<file path="config.mk">
export PLATFORM = sky130hd
export DESIGN_NAME = conv_layer_seq_flat
export DESIGN_NICKNAME = d
export VERILOG_FILES = /design/src/rtl/conv_pkg.sv /design/src/rtl/conv_layer_seq_if.sv /design/src/rtl/seq_watchdog.sv /design/src/rtl/conv_layer_seq.sv /design/src/flat_wrapper.sv
export SDC_FILE = /design/constraint.sdc
export NUM_CORES = 1
export LEC_CHECK = 0
export CORE_MARGIN = 5
export CORE_UTILIZATION = 40
export DETAILED_ROUTE_END_ITERATION = 6
export HOLD_SLACK_MARGIN = 0.15
export PLACE_DENSITY_LB_ADDON = 0.05
export SLEW_MARGIN = 20
export SYNTH_ARGS = -nofsm -noshare
export SYNTH_HDL_FRONTEND = slang
export SYNTH_SLANG_ARGS = --single-unit
</file>
<file path="constraint.sdc">
create_clock -name s_axi_aclk -period 5 [get_ports s_axi_aclk]
set_input_delay 0.5 -clock s_axi_aclk [delete_from_list [all_inputs] [get_ports s_axi_aclk]]
set_output_delay 0.5 -clock s_axi_aclk [all_outputs]
set_load 0.02 [all_outputs]
</file>
<file path="src/rtl/conv_pkg.sv">
// conv_pkg: shared encodings for the convolution accelerator layer sequencer and in_buffer.
//   ST_*      3-bit sequencer state codes (wrapped by state_t)
//   LAYER_W   layer index width
//   LS_PARAM / LS_DATA  in_buffer load-state selector values
package conv_pkg;

    localparam logic [2:0] ST_IDLE       = 3'd0;
    localparam logic [2:0] ST_LOAD_PARAM = 3'd1;
    localparam logic [2:0] ST_LOAD_DATA  = 3'd2;
    localparam logic [2:0] ST_DRAIN      = 3'd3;
    localparam logic [2:0] ST_DONE       = 3'd4;
    localparam logic [2:0] ST_ERROR      = 3'd5;

    typedef enum logic [2:0] {
        S_IDLE       = ST_IDLE,
        S_LOAD_PARAM = ST_LOAD_PARAM,
        S_LOAD_DATA  = ST_LOAD_DATA,
        S_DRAIN      = ST_DRAIN,
        S_DONE       = ST_DONE,
        S_ERROR      = ST_ERROR
    } state_t;

    localparam int LAYER_W = 2;

    localparam logic LS_PARAM = 1'b0;
    localparam logic LS_DATA  = 1'b1;

    function automatic logic is_busy(input state_t s);
        return s == S_LOAD_PARAM || s == S_LOAD_DATA || s == S_DRAIN;
    endfunction

    // Phases that wait on the input buffer and so are guarded by the watchdog.
    function automatic logic is_watched(input state_t s);
        return s == S_LOAD_PARAM || s == S_LOAD_DATA;
    endfunction

endpackage

</file>
<file path="src/rtl/conv_layer_seq_if.sv">
// conv_layer_seq_if: control/status bundle between register block, in_buffer and the layer sequencer.
//   i_start, i_abort, i_num_layers   command side (register block)
//   i_param_loaded, i_last           in_buffer progress pulses
//   o_load_state, o_current_layer    in_buffer selectors
//   o_busy, o_done, o_err, o_irq, o_run_cycles  status
//   master: drives commands/pulses; slave: the sequencer
interface conv_layer_seq_if;
    import conv_pkg::*;

    logic               i_start;
    logic               i_abort;
    logic [LAYER_W-1:0] i_num_layers;
    logic               i_param_loaded;
    logic               i_last;
    logic               o_load_state;
    logic [LAYER_W-1:0] o_current_layer;
    logic               o_busy;
    logic               o_done;
    logic               o_err;
    logic               o_irq;
    logic [31:0]        o_run_cycles;

    modport master (
        output i_start, i_abort, i_num_layers, i_param_loaded, i_last,
        input  o_load_state, o_current_layer, o_busy, o_done, o_err, o_irq, o_run_cycles
    );

    modport slave (
        input  i_start, i_abort, i_num_layers, i_param_loaded, i_last,
        output o_load_state, o_current_layer, o_busy, o_done, o_err, o_irq, o_run_cycles
    );

endinterface

</file>
<file path="src/rtl/seq_watchdog.sv">
// seq_watchdog: phase watchdog; expire is high while W cycles' worth of all-ones has been reached.
//   clk, rst_n  clock, async active-low reset
//   clr         restart count (a state transition)
//   en          the cycle being entered is a watched cycle
//   expire      registered, high in the (2^W-1)-th consecutive watched cycle
module seq_watchdog #(
    parameter int W = 24
) (
    input  logic clk,
    input  logic rst_n,
    input  logic clr,
    input  logic en,
    output logic expire
);

    logic [W-1:0] cnt;
    logic [W-1:0] cnt_nxt;

    // The count includes the cycle being entered, so expire lines up with the last allowed cycle.
    assign cnt_nxt = (clr ? '0 : cnt) + W'(en);

    always_ff @(posedge clk or negedge rst_n) begin
        if (!rst_n) begin
            cnt    <= '0;
            expire <= 1'b0;
        end else begin
            cnt    <= cnt_nxt;
            expire <= &cnt_nxt;
        end
    end

endmodule

</file>
<file path="src/rtl/conv_layer_seq.sv">
// conv_layer_seq: multi-layer inference sequencer driving in_buffer load-state/layer selectors.
//   s_axi_aclk, s_axi_aresetn  clock, async active-low reset
//   bus (conv_layer_seq_if.slave)  commands, in_buffer pulses, selectors and status
//   Define CONV_LAYER_SEQ_PERF_EN to build the busy-cycle counter on o_run_cycles; otherwise it reads 0.
module conv_layer_seq
    import conv_pkg::*;
#(
    parameter int DRAIN_CYCLES = 4,
    parameter int TIMEOUT_W    = 24
) (
    input  logic              s_axi_aclk,
    input  logic              s_axi_aresetn,
    conv_layer_seq_if.slave   bus
);

    state_t             state;
    state_t             next;
    logic [LAYER_W-1:0] num_q;
    logic [7:0]         drain_cnt;
    logic               wd_expire;
    logic               wd_clr;
    logic               wd_en;
    logic               start_ok;
    logic               drain_end;
    logic               clr_status;

    assign start_ok   = state == S_IDLE && bus.i_start && !bus.i_abort;
    assign clr_status = start_ok || bus.i_abort;
    assign drain_end  = state == S_DRAIN && next == S_LOAD_PARAM;
    assign wd_clr     = state != next;
    assign wd_en      = is_watched(next);

    always_ff @(posedge s_axi_aclk or negedge s_axi_aresetn) begin
        if (!s_axi_aresetn)
            state <= S_IDLE;
        else
            state <= next;
    end

    // Progress pulses beat the watchdog when they coincide with expiry; abort beats everything.
    always_comb begin
        next = state;
        case (state)
            S_IDLE:       next = bus.i_start ? S_LOAD_PARAM : S_IDLE;
            S_LOAD_PARAM: next = bus.i_param_loaded ? S_LOAD_DATA : wd_expire ? S_ERROR : S_LOAD_PARAM;
            S_LOAD_DATA:  next = bus.i_last ? (bus.o_current_layer == num_q ? S_DONE : S_DRAIN)
                               : wd_expire ? S_ERROR : S_LOAD_DATA;
            S_DRAIN:      next = drain_cnt == 8'(DRAIN_CYCLES - 1) ? S_LOAD_PARAM : S_DRAIN;
            S_DONE:       next = S_IDLE;
            S_ERROR:      next = S_ERROR;
            default:      next = S_IDLE;
        endcase
        if (bus.i_abort)
            next = S_IDLE;
    end

    seq_watchdog #(.W(TIMEOUT_W)) u_wd (
        .clk    (s_axi_aclk),
        .rst_n  (s_axi_aresetn),
        .clr    (wd_clr),
        .en     (wd_en),
        .expire (wd_expire)
    );

    // Outputs are registered from the next state so they change together with the state.
    always_ff @(posedge s_axi_aclk or negedge s_axi_aresetn) begin
        if (!s_axi_aresetn) begin
            num_q               <= '0;
            drain_cnt           <= '0;
            bus.o_load_state    <= LS_PARAM;
            bus.o_current_layer <= '0;
            bus.o_busy          <= 1'b0;
            bus.o_done          <= 1'b0;
            bus.o_err           <= 1'b0;
            bus.o_irq           <= 1'b0;
        end else begin
            num_q               <= start_ok ? bus.i_num_layers : num_q;
            drain_cnt           <= state == S_DRAIN ? drain_cnt + 8'd1 : 8'd0;
            bus.o_load_state    <= next == S_LOAD_DATA ? LS_DATA : LS_PARAM;
            bus.o_current_layer <= clr_status ? '0 : drain_end ? bus.o_current_layer + 1'b1 : bus.o_current_layer;
            bus.o_busy          <= is_busy(next);
            bus.o_done          <= clr_status ? 1'b0 : bus.o_done | (next == S_DONE);
            bus.o_err           <= clr_status ? 1'b0 : bus.o_err | (next == S_ERROR);
            bus.o_irq           <= next == S_DONE || (next == S_ERROR && state != S_ERROR);
        end
    end

`ifdef CONV_LAYER_SEQ_PERF_EN
    logic [31:0] run_q;

    always_ff @(posedge s_axi_aclk or negedge s_axi_aresetn) begin
        if (!s_axi_aresetn)
            run_q <= '0;
        else
            run_q <= start_ok ? '0 : run_q + 32'(bus.o_busy && run_q != '1);
    end

    assign bus.o_run_cycles = run_q;
`else
    assign bus.o_run_cycles = '0;
`endif

endmodule

</file>
<file path="src/flat_wrapper.sv">
// flat-port wrapper written by rule: the top's interface ports become plain ports
module conv_layer_seq_flat import conv_pkg::*;
#(
    parameter int DRAIN_CYCLES = 4,
    parameter int TIMEOUT_W    = 24
)
  (s_axi_aclk, s_axi_aresetn, bus_i_start, bus_i_abort, bus_i_num_layers, bus_i_param_loaded, bus_i_last, bus_o_load_state, bus_o_current_layer, bus_o_busy, bus_o_done, bus_o_err, bus_o_irq, bus_o_run_cycles);
  conv_layer_seq_if bus_i ();
  input  logic s_axi_aclk;
  input  logic s_axi_aresetn;
  input wire logic [$bits(bus_i.i_start)-1:0] bus_i_start;
  input wire logic [$bits(bus_i.i_abort)-1:0] bus_i_abort;
  input wire logic [$bits(bus_i.i_num_layers)-1:0] bus_i_num_layers;
  input wire logic [$bits(bus_i.i_param_loaded)-1:0] bus_i_param_loaded;
  input wire logic [$bits(bus_i.i_last)-1:0] bus_i_last;
  output wire logic [$bits(bus_i.o_load_state)-1:0] bus_o_load_state;
  output wire logic [$bits(bus_i.o_current_layer)-1:0] bus_o_current_layer;
  output wire logic [$bits(bus_i.o_busy)-1:0] bus_o_busy;
  output wire logic [$bits(bus_i.o_done)-1:0] bus_o_done;
  output wire logic [$bits(bus_i.o_err)-1:0] bus_o_err;
  output wire logic [$bits(bus_i.o_irq)-1:0] bus_o_irq;
  output wire logic [$bits(bus_i.o_run_cycles)-1:0] bus_o_run_cycles;
  assign bus_i.i_start = bus_i_start;
  assign bus_i.i_abort = bus_i_abort;
  assign bus_i.i_num_layers = bus_i_num_layers;
  assign bus_i.i_param_loaded = bus_i_param_loaded;
  assign bus_i.i_last = bus_i_last;
  assign bus_o_load_state = bus_i.o_load_state;
  assign bus_o_current_layer = bus_i.o_current_layer;
  assign bus_o_busy = bus_i.o_busy;
  assign bus_o_done = bus_i.o_done;
  assign bus_o_err = bus_i.o_err;
  assign bus_o_irq = bus_i.o_irq;
  assign bus_o_run_cycles = bus_i.o_run_cycles;
  conv_layer_seq #(.DRAIN_CYCLES(DRAIN_CYCLES), .TIMEOUT_W(TIMEOUT_W)) u_core (.s_axi_aclk(s_axi_aclk), .s_axi_aresetn(s_axi_aresetn), .bus(bus_i));
endmodule
</file>
==> run metrics <==
status finished, final reports clean; first-pass GRT wire length 9.729 mm; DRC Markers 0; CP startpoint kind register; Hold Buf Count CTS 0; gr ovfl total 0; Die H 94.60 um; drt wl/cell 14.05 um; Max-slew headroom 57.18%; Detail Placement HPWL 4.294 mm; Initial Util 41.68%; fill cell count 715; core area 0.006869 sq mm; Vias/cell 5.010; IO Pins 47; Worst-Skew Late Latency 300 ps; worst-case reg-to-reg path depth 12; Worst Tran Pin Value 642.3 ps; slowest cell on the critical path dfrtp_1; worst path cell trace or3b_2 > a311oi_1 > nor3_1 > xnor2_1 > and3_1 > ha_1 > ha_1 > xnor2_1 > or3_1 > or4_1 > or4_1 > nor3_2; initial antenna violation count 0; CTS tree built; vias in the first global route 1986; Die Span X 94.60 um; gpl congestion 0.8197; TritonCTS buffer count 5; Reg2Reg Setup Slack 710 ps; syn_area_per_cell 9.117 sq um; critical path endpoint u_core.u_wd.expire; post-cts resize count 0; capture point of the worst reg-to-reg path u_core.u_wd.expire; RSZ-0062 raised after global routing no; r2r startpoint u_core.state[2]; port bufs 14; CP Launch Point u_core.state[2]; CP Class reg -> reg; Nets 333; YS warnings 0; Die Area 0.008949 sq mm; sequential fraction of the synthesis area 39.34%; max_cap viols 0; CP max FO 18; Worst setup EP type register; Setup Fix Bufs, Post-CTS 0; Clock Path Buffers 2; clock transition at the registers of the reported paths 90 ps; ant diodes 0; asr flop ratio synth 100.0%; Largest stage delay, worst path 570 ps; TNS Setup 0 ps; antenna viol nets, final 0; Max Slew Vio Count 0; routed via count 2094; Hold WC Path Type in -> async; Max VDD drop 0.1243 mV; Netlist cell types 55; period utilisation layout 85.79%; Mapped Area 0.002863 sq mm; final hold vios 0; Crit path required time 5220 ps; Post-synth EDFFs 0; Worst path depth 12; Most used DFF post-synth dfrtp_1; Syn Inst Count 314; Area growth syn-to-layout 5.988%; DRT iter0 DRCs 68; Total Power 0.0008034 W; GR Util All Layers 13.86%; WL final 5.872 mm; CTS root buf clkbuf_8; P_leak 1.266 nW; CTS H-tree lvls 2; Initial DRT Pass Iterations 4; synthesized flop and latch total 45; Worst Path Buf+Inv 0; share of cells above drive strength 1 7.764%; CTS sink count 45; power per cell area 264.8 mW/mm^2; row cnt 30; CP top delay family simple AND/OR/NAND/NOR gates; clk_skew 6.389 ps; Hold WS 180.8 ps; fmax 0.2331 GHz; Tmin final 4290 ps; CP arrival 4510 ps; endpoints failing setup 0; largest net degree at the start of global routing 46
[synthesized netlist by cell type (3+ instances only)]
library cell	n	share of area [%]
nand3_1	16	2.8
nor2b_1	4	0.87
clkbuf_1	8	1.0
o21ai_0	6	1.0
nand2b_1	3	0.66
or3b_2	3	0.92
a21oi_1	9	1.6
nor2_1	39	5.1
or2_2	3	0.66
and3_1	6	1.3
buf_4	33	8.7
nor3b_1	3	0.79
nor4_1	3	0.66
inv_1	6	0.79
nand4_1	11	2.4
nor3_1	11	1.9
nand2_1	13	1.7
dfrtp_1	45	39
xnor2_1	19	5.8
and2_1	8	1.7
a211oi_1	5	1.3
ha_1	4	1.7
xor2_1	14	4.3
[cells in the final DEF (no fill, tap or decap), drive strengths merged, types with 9 or more instances in the layout]
cell            n
a21oi           9
and2            9
clkdlybuf4s50  13
conb           32
dfrtp          45
nand2          13
nand3          16
nand4          12
nor2           39
nor3           13
xnor2          19
xor2           14
[layer usage]
metal	share of wire [%]	global-route usage [%]
met1	46	18.10
met2	48	22.49
met3	4.3	2.709
met4	1.7	5.529
met5	0	0
[power by group]
group          internal [W]  switching [W]  leakage, nW  total (W)
combinational     0.0000461      0.0000865        0.591   0.000133
clock              0.000150       0.000127       0.0554   0.000277
sequential         0.000379      0.0000146        0.619   0.000394
[kinds of logic after synthesis]
logic type / share of synthesized area [%]
xor gates and xnor gates: 10.10
AOI/OAI and AO/OA: 8.174
muxes: 1.136
and+or+nand+nor: 26.84
DFF: 39.34
adders and majority gates: 1.748
buffers and inverters: 12.54
other: 0.1310
[registers in the layout, indices dropped and copies added (netlist names)]
signal                      count
u_core.bus.o_busy               1
u_core.bus.o_current_layer      2
u_core.bus.o_done               1
u_core.bus.o_err                1
u_core.bus.o_irq                1
u_core.bus.o_load_state         1
u_core.drain_cnt                8
u_core.num_q                    2
u_core.state                    3
u_core.u_wd.cnt                24
u_core.u_wd.expire              1
[final cells by class]
type	count	area, sq um	area share, %
clock buffers	6	72.57	2.392
repair buffers	17	160.2	5.278
flip-flops and latches	45	1126	37.11
multi-input cells	246	1494	49.24
clock inverters	2	38.79	1.278
well taps	96	120.1	3.959
inverters	6	22.52	0.7423
[how the worst min path moves through the flow]
stage,start,endpoint,slack [ps]
floorplan,s_axi_aresetn,u_core.bus.o_busy,200
global placement,u_core.bus.o_done,u_core.bus.o_done,500
detailed placement,u_core.drain_cnt[0],u_core.drain_cnt[0],510
CTS,s_axi_aresetn,u_core.bus.o_irq,420
global route,s_axi_aresetn,u_core.drain_cnt[3],240
finish,s_axi_aresetn,u_core.num_q[1],180
[through the flow]
stage / setup slack (ps) / utilization (%) / cells / area, sq um
6_report: 710.5 / 44.17 / 418 / 3034
5_1_grt: 433.0 / 44.17 / 418 / 3034
4_1_cts: 716.4 / 44.13 / 418 / 3032
3_5_place_dp: 458.6 / 42.51 / 410 / 2920
3_3_place_gp: 511.6 / 42.51 / 410 / 2920
2_1_floorplan: 878.6 / - / 345 / 2979
Note: power is estimated with default switching activity, not from simulation.
